**src/rtl/lsu_unit_pkg.sv**
```systemverilog
// lsu_unit_pkg: funct3 encodings, LSU states and access-decode helpers shared by the LSU
package lsu_unit_pkg;
  localparam logic [2:0] F3_B  = 3'b000;
  localparam logic [2:0] F3_H  = 3'b001;
  localparam logic [2:0] F3_W  = 3'b010;
  localparam logic [2:0] F3_BU = 3'b100;
  localparam logic [2:0] F3_HU = 3'b101;
  typedef enum logic [1:0] {IDLE, REQ, DONE} lsu_state_e;
  function automatic logic legal(input logic we, input logic [2:0] f3);
    return we ? (f3 == F3_B || f3 == F3_H || f3 == F3_W) : (f3 != 3'b011 && f3[2:1] != 2'b11);
  endfunction
  function automatic logic aligned(input logic [1:0] sz, input logic [1:0] off);
    return sz[0] ? !off[0] : sz[1] ? off == 2'b00 : 1'b1;
  endfunction
  function automatic logic [3:0] strb(input logic [1:0] sz, input logic [1:0] off);
    return sz[1] ? 4'b1111 : sz[0] ? 4'b0011 << off : 4'b0001 << off;
  endfunction
  function automatic logic [31:0] lanes(input logic [1:0] sz, input logic [31:0] d);
    return sz[1] ? d : sz[0] ? {2{d[15:0]}} : {4{d[7:0]}};
  endfunction
endpackage

```
**src/rtl/lsu_load_extend.sv**
```systemverilog
// lsu_load_extend: selects the addressed lane of a read word and sign/zero-extends it
module lsu_load_extend
  import lsu_unit_pkg::*;
(
  input  logic [31:0] rdata,
  input  logic [1:0]  offset,
  input  logic [2:0]  funct3,
  output logic [31:0] data
);
  logic [31:0] sh;
  always_comb begin
    sh = rdata >> {offset, 3'b000};
    data = funct3 == F3_B  ? {{24{sh[7]}}, sh[7:0]} :
           funct3 == F3_BU ? {24'b0, sh[7:0]} :
           funct3 == F3_H  ? {{16{sh[15]}}, sh[15:0]} :
           funct3 == F3_HU ? {16'b0, sh[15:0]} : sh;
  end
endmodule

```
**src/rtl/lsu_unit.sv**
```systemverilog
// lsu_unit: load/store unit running one req/ack memory transaction per access, stalling the core meanwhile
module lsu_unit
  import lsu_unit_pkg::*;
#(
  parameter int ADDR_W = 32,
  parameter int DATA_W = 32
) (
  input  logic              clk,
  input  logic              rst_n,
  input  logic              mem_read,
  input  logic              mem_write,
  input  logic [2:0]        funct3,
  input  logic [ADDR_W-1:0] addr,
  input  logic [DATA_W-1:0] store_data,
  output logic [DATA_W-1:0] load_data,
  output logic              done,
  output logic              fault,
  output logic              stall,
  output logic              mem_req,
  output logic              mem_we,
  output logic [ADDR_W-1:0] mem_addr,
  output logic [3:0]        mem_wstrb,
  output logic [DATA_W-1:0] mem_wdata,
  input  logic [DATA_W-1:0] mem_rdata,
  input  logic              mem_ack
);
  lsu_state_e state, state_nx;
  logic start, bad;
  logic [2:0] f3_q;
  logic [1:0] off_q;
  logic [DATA_W-1:0] ext;
  lsu_load_extend u_ext (.rdata(mem_rdata), .offset(off_q), .funct3(f3_q), .data(ext));
  always_comb begin
    start = (mem_read | mem_write) & legal(mem_write, funct3) & aligned(funct3[1:0], addr[1:0]);
    bad = (mem_read | mem_write) & !start;
  end
  always_ff @(posedge clk) state <= !rst_n ? IDLE : state_nx;
  always_comb begin
    state_nx = state == IDLE ? (start ? REQ : IDLE) :
               state == REQ  ? (mem_ack ? DONE : REQ) : IDLE;
  end
  always_comb begin
    mem_req = state == REQ;
    done = state == DONE;
    stall = (state == IDLE && start) || state == REQ;
  end
  // request fields are captured once in IDLE so the core may change its inputs during REQ
  always_ff @(posedge clk) begin
    if (!rst_n) begin
      load_data <= '0;
      fault <= 1'b0;
      mem_we <= 1'b0;
      mem_addr <= '0;
      mem_wstrb <= '0;
      mem_wdata <= '0;
      f3_q <= '0;
      off_q <= '0;
    end else begin
      fault <= state == IDLE && bad;
      if (state == IDLE && start) begin
        mem_we <= mem_write;
        f3_q <= funct3;
        off_q <= addr[1:0];
        mem_addr <= {addr[ADDR_W-1:2], 2'b00};
        mem_wstrb <= mem_write ? strb(funct3[1:0], addr[1:0]) : 4'b0000;
        mem_wdata <= mem_write ? lanes(funct3[1:0], store_data) : '0;
      end
      if (state == REQ && mem_ack && !mem_we) load_data <= ext;
    end
  end
endmodule

```
**config.mk**
```make
export PLATFORM = sky130hd
export DESIGN_NAME = lsu_unit
export DESIGN_NICKNAME = d
export VERILOG_FILES = /design/src/rtl/lsu_unit_pkg.sv /design/src/rtl/lsu_load_extend.sv /design/src/rtl/lsu_unit.sv
export SDC_FILE = /design/constraint.sdc
export NUM_CORES = 1
export LEC_CHECK = 0
export CAP_MARGIN = 20
export CORE_AREA = 2 2 183 131
export CTS_BUF_LIST = sky130_fd_sc_hd__clkbuf_4 sky130_fd_sc_hd__clkbuf_8
export DETAILED_ROUTE_END_ITERATION = 6
export DIE_AREA = 0 0 185 133
export GPL_TIMING_DRIVEN = 1
export PLACE_DENSITY = 0.57
export SLEW_MARGIN = 20
export SYNTH_ARGS = -nofsm -noshare
export SYNTH_HDL_FRONTEND = slang
export SYNTH_HIERARCHICAL = 1
export SYNTH_SLANG_ARGS = --single-unit
```
**constraint.sdc**
```tcl
create_clock -name clk -period 5.19 [get_ports clk]
set_clock_uncertainty 0.1 [all_clocks]
set_input_delay 1.038 -clock clk [delete_from_list [all_inputs] [get_ports clk]]
set_output_delay 1.038 -clock clk [all_outputs]
set_load 0.05 [all_outputs]
```
# ---- Word-level counts from Yosys, hierarchy flattened
# Index checks and enable logic that the tools add are counted.
dict set report word_totals {
  wordCells 57
  inputBits 104
  output_inout_bits 105
  register_bits 107
}
dict set report op_classes {
  n_reduce_logical 15
  n_eq_ne 9
  n_mux 17
  bitwise 4
  n_shift 3
}
# op count
set op_table {}
lappend op_table {{32-bit 2-to-1 mux} 7}
lappend op_table {{32-bit by 5-bit right shift with 32-bit output} 1}
lappend op_table {{4-bit 2-to-1 mux} 3}
lappend op_table {{3-bit by 1-bit equality test with 1-bit output (second input constant)} 2}
lappend op_table {{3-bit equality test (second input constant)} 2}
lappend op_table {{3-bit zero test} 2}
lappend op_table {{2-bit 2-to-1 mux} 3}
lappend op_table {{1-bit logical AND} 5}
lappend op_table {{2-bit zero test} 2}
lappend op_table {{1-bit 2-to-1 mux} 4}
lappend op_table {{1-bit by 2-bit << shifter with 4-bit output (first input constant)} 1}
lappend op_table {{2-bit by 2-bit << shifter with 4-bit output (first input constant)} 1}
lappend op_table {{1-bit AND} 3}
lappend op_table {{3-bit by 2-bit equality test with 1-bit output (second input constant)} 1}
lappend op_table {{1-bit zero test} 3}
lappend op_table {{1-bit logical OR} 3}
lappend op_table {{3-bit by 2-bit != test with 1-bit output (second input constant)} 1}
lappend op_table {{2-bit by 1-bit equality test with 1-bit output (second input constant)} 1}
lappend op_table {{2-bit equality test (second input constant)} 1}
lappend op_table {{2-bit != test (second input constant)} 1}
lappend op_table {{1-bit OR} 1}

# ---- Depth between registers and ports, before layout
dict set report logic_depth {
  ltp_word 9
  ltp_mapped 7
  ltp_nobuf 5
}

# ---- Cells and area by module
# The synthesis kept the hierarchy.
# mod area_per_inst_um2 instances cells_each seq_area_each_um2
set modules_own_cells {}
lappend modules_own_cells {lsu_unit 4563.1 1 504 2142.1}
lappend modules_own_cells {lsu_load_extend 833.3 1 109 0.0}

# ---- Worst setup path before layout
# No wires, ideal clock.
dict set report synth_timing {
  kind {input -> output}
  start {in funct3[1]}
  end {out stall}
  path_buffers 2
  path_slack_ns 1.968
  cell_stages 5
  arrival_ns 2.084
  t_required_ns 4.052
  path_cell_list {buf_2 o21ai_1 nand4_1 buf_2 nand2_1}
}
dict set report synth_via {
  elab_chain_len 8
  word_cells_on_any_way 15
}
# item line
set synth_lines {}
lappend synth_lines {{from (decl)} lsu_unit.sv:12} ;# input logic [2:0] funct3,
lappend synth_lines {{3-bit by 1-bit equality test with 1-bit output or 3-bit zero test (tied branches)} lsu_unit_pkg.sv:10} ;# return we ? (f3 == F3_B || f3 == F3_H || f3 == F3_W) : (f3 != 3'b011 && f3[2:1] != 2'b11);
lappend synth_lines {{1-bit logical OR (2 in series)} lsu_unit_pkg.sv:10}
lappend synth_lines {{1-bit 2-to-1 mux} lsu_unit_pkg.sv:10}
lappend synth_lines {{1-bit AND} lsu_unit.sv:34} ;# start = (mem_read | mem_write) & legal(mem_write, funct3) & aligned(funct3[1:0], addr[1:0]);
lappend synth_lines {{1-bit AND (*)} lsu_unit.sv:34}
lappend synth_lines {{1-bit logical AND (*)} lsu_unit.sv:45} ;# stall = (state == IDLE && start) || state == REQ;
lappend synth_lines {{1-bit logical OR (*)} lsu_unit.sv:45}
lappend synth_lines {{to (decl)} lsu_unit.sv:18} ;# output logic stall,
# Mark *: on every way between the ends. The rest lies on a longest branch, timed or not.

# ---- Worst setup path in the final report
dict set report layout_timing {
  start {in funct3[0]}
  end {out stall}
}
# Same word-level chain as after synthesis.

==> results.txt <==
Detailed-router iteration count before antenna repair -> 4
Hold WS -> 0.3574 ns
Worst path buffer plus inverter count -> 3
RSZ-0062 raised after global routing -> false
Vias in the first global route -> 4864
Setup TNS Final -> 0 ns
1st-iter DRT viols -> 278
Synth async-reset ratio -> 0%
Sequential cell area fraction in the yosys report -> 39.69%
Setup violators final -> 0
Port Buffers -> 206
Fmax -> 248.3 MHz
Crit path required time -> 4.05 ns
Setup crit end kind -> output port
CTS Buffer Depth -> 2
Clock latency on the worst-skew pair -> 0.39 ns
Worst Hold Depth -> 2
Largest net degree at the start of global routing -> 89
Reg clk slew, reported paths -> 0.10 ns
Max_slew headroom -> 27.58%
Largest area contributor in the netlist -> dfxtp_1
N_diodes -> 0
Mapped cell area -> 5396 um2
Fraction of layout cells with a size suffix above 1 -> 7.252%
Final Net Count -> 885
CP arrival -> 2.89 ns
Effective utilization at floorplan -> 23.41%
Die H -> 133 um
Slew Limit Fails -> 0
CTS Root Cell -> clkbuf_8
Yosys top cell area share -> 39.69%
Commonest non-fill, non-tap cell in the layout -> clkdlybuf4s50_1
Final ANT Viol Nets -> 0
R2R depth -> 5
Post-CTS sizing -> 0
H-tree levels -> 3
Worst-path cell chain -> clkdlybuf4s50_1 > a2bb2oi_1 > nand4_1 > buf_4 > nand2_1 > buf_12
Routed Wire Length -> 17750 um
# Post-CTS Setup Buffers -> 0
Via density -> 4.458
Initial antenna violation count -> 0
Pwr dens -> 248.3 nW/um2
Area grow syn2layout -> 43.61%
Grt total ovfl -> 0
Min Clock Period, post-route -> 4.027 ns
CP max-delay cell -> clkdlybuf4s50_1
Period utilization -> 77.59%
Inserted Clock Buffers -> 9
Worst hold-check path type -> reg -> reg
Pleak -> 0.002715 uW
Post-synth cell types -> 45
Synth top area cells -> dfxtp_1, mux2i_1, nand2_1, mux2_2, a21boi_1
EDFF count, synth -> 0
TritonCTS clock tree -> built
CP max FO -> 14
GRT Util Overall -> 14.35%
Most frequently used flop master after synthesis -> dfxtp_1
DP HPWL -> 12520 um
Crit path launch type -> input port
Logic depth of the worst path, buffers included -> 6
Cells after Synth -> 613
Die Wd -> 185 um
Hold Vio Cnt, Final -> 0
Status -> completed
Worst Max-Slew Pin Slew -> 1.082 ns
Vias -> 4922
Most frequent cells in the layout -> clkdlybuf4s50_1, nand2_1, dfxtp_1
Yosys warns -> 6
Crit Path Category -> in -> out
Post-cts hold buffer count -> 0
Core footprint -> 23050 um2
Rows -> 47
Number of synthesized register bits -> 107
Routed WL per cell -> 16.08 um
Die Footprint -> 24610 um2
First-pass GRT wire length -> 27540 um
Io pins -> 209
CTS sink cnt -> 107
Top Family by Delay on Critical Path -> buffers and inverters
RD Place Congestion -> 0.7707
Number of max-cap violations -> 0
Syn_area_per_cell -> 8.803 um2
VDD IR max -> 0.0001039 V
DR DRC count -> 0
Delay of the slowest critical-path stage -> 0.77 ns
## synthesized netlist by cell type, types with 8 or more instances
cell / instances
nand2_1: 189
buf_2: 12
dfxtp_1: 107
a21boi_1: 32
a31oi_1: 17
nand3_1: 8
mux2i_1: 76
clkbuf_1: 27
o21ai_0: 12
o22ai_1: 19
mux2_2: 24
o31ai_1: 16
## cells by family (layout without fill, tap and decap cells)
family                 count (synthesis)  in the layout  share of synthesized area, %
and+or+nand+nor                      218            218                         16.81
muxes                                108            108                         20.98
DFF                                  107            107                         39.69
buffers and inverters                 60            232                         7.165
other                                  1              2                       0.06949
AOI/OAI and AO/OA                    119            119                         15.28
## worst min-delay path: cells and delay by family (launching register included)
family / cells / cell delay, ns
and+or+nand+nor: 1 / 0.05
AOI/OAI and AO/OA: 1 / 0.05
DFF: 1 / 0.32
## final cells by class
cell class / count / area, um2
Sequential cell: 107 / 2142
Inverter: 3 / 11.26
Tap cell: 318 / 397.9
Clock buffer: 9 / 123.9
Timing Repair Buffer: 213 / 2122
Fill cell: 2421 / 15300
Multi-Input combinational cell: 447 / 2887
Clock inverter: 7 / 66.31
## sequential cells by signal (all words and copies together) (netlist names), 2 cells and up
register,flops
f3_q,3
mem_wstrb,4
mem_addr,30
state,2
load_data,32
off_q,2
mem_wdata,32
## power by group
group          total [uW]  switching (uW)  internal (uW)
logic                 516             296            220
clock network         530             342            188
registers             878            23.2            855
## stage by stage
step / power [uW] / worst slack, ns / std cells / instance area (um2) / utilization [%]
floorplan: 1227 / 1.968 / 614 / 5400 / -
global placement: 1414 / 1.180 / 1088 / 7560 / 32.79
detailed placement: 1415 / 1.166 / 1088 / 7560 / 32.79
CTS: 1961 / 1.163 / 1104 / 7750 / 33.62
global route: 2026 / 1.019 / 1104 / 7750 / 33.62
finish: 1924 / 1.163 / 1104 / 7750 / 33.62
## final timing paths
| path | startpoint | to | slack [ns] |
|---|---|---|---|
| max | funct3[0] | stall | 1.16 |
| min | load_data[0] | load_data[0] | 0.36 |
| max reg2reg | f3_q[2] | load_data[26] | 2.97 |
| min reg2reg | load_data[0] | load_data[0] | 0.36 |
## routing by layer
metal / up-vias / routed length, um / GRT usage [%]
li1: 2457 / - / -
met1: 2271 / 8622 / 20.29
met2: 176 / 7250 / 20.25
met3: 18 / 1659 / 5.615
met4: 0 / 218 / 3.571
met5: - / 0 / 0
Note: power is estimated with default switching activity, not from simulation.
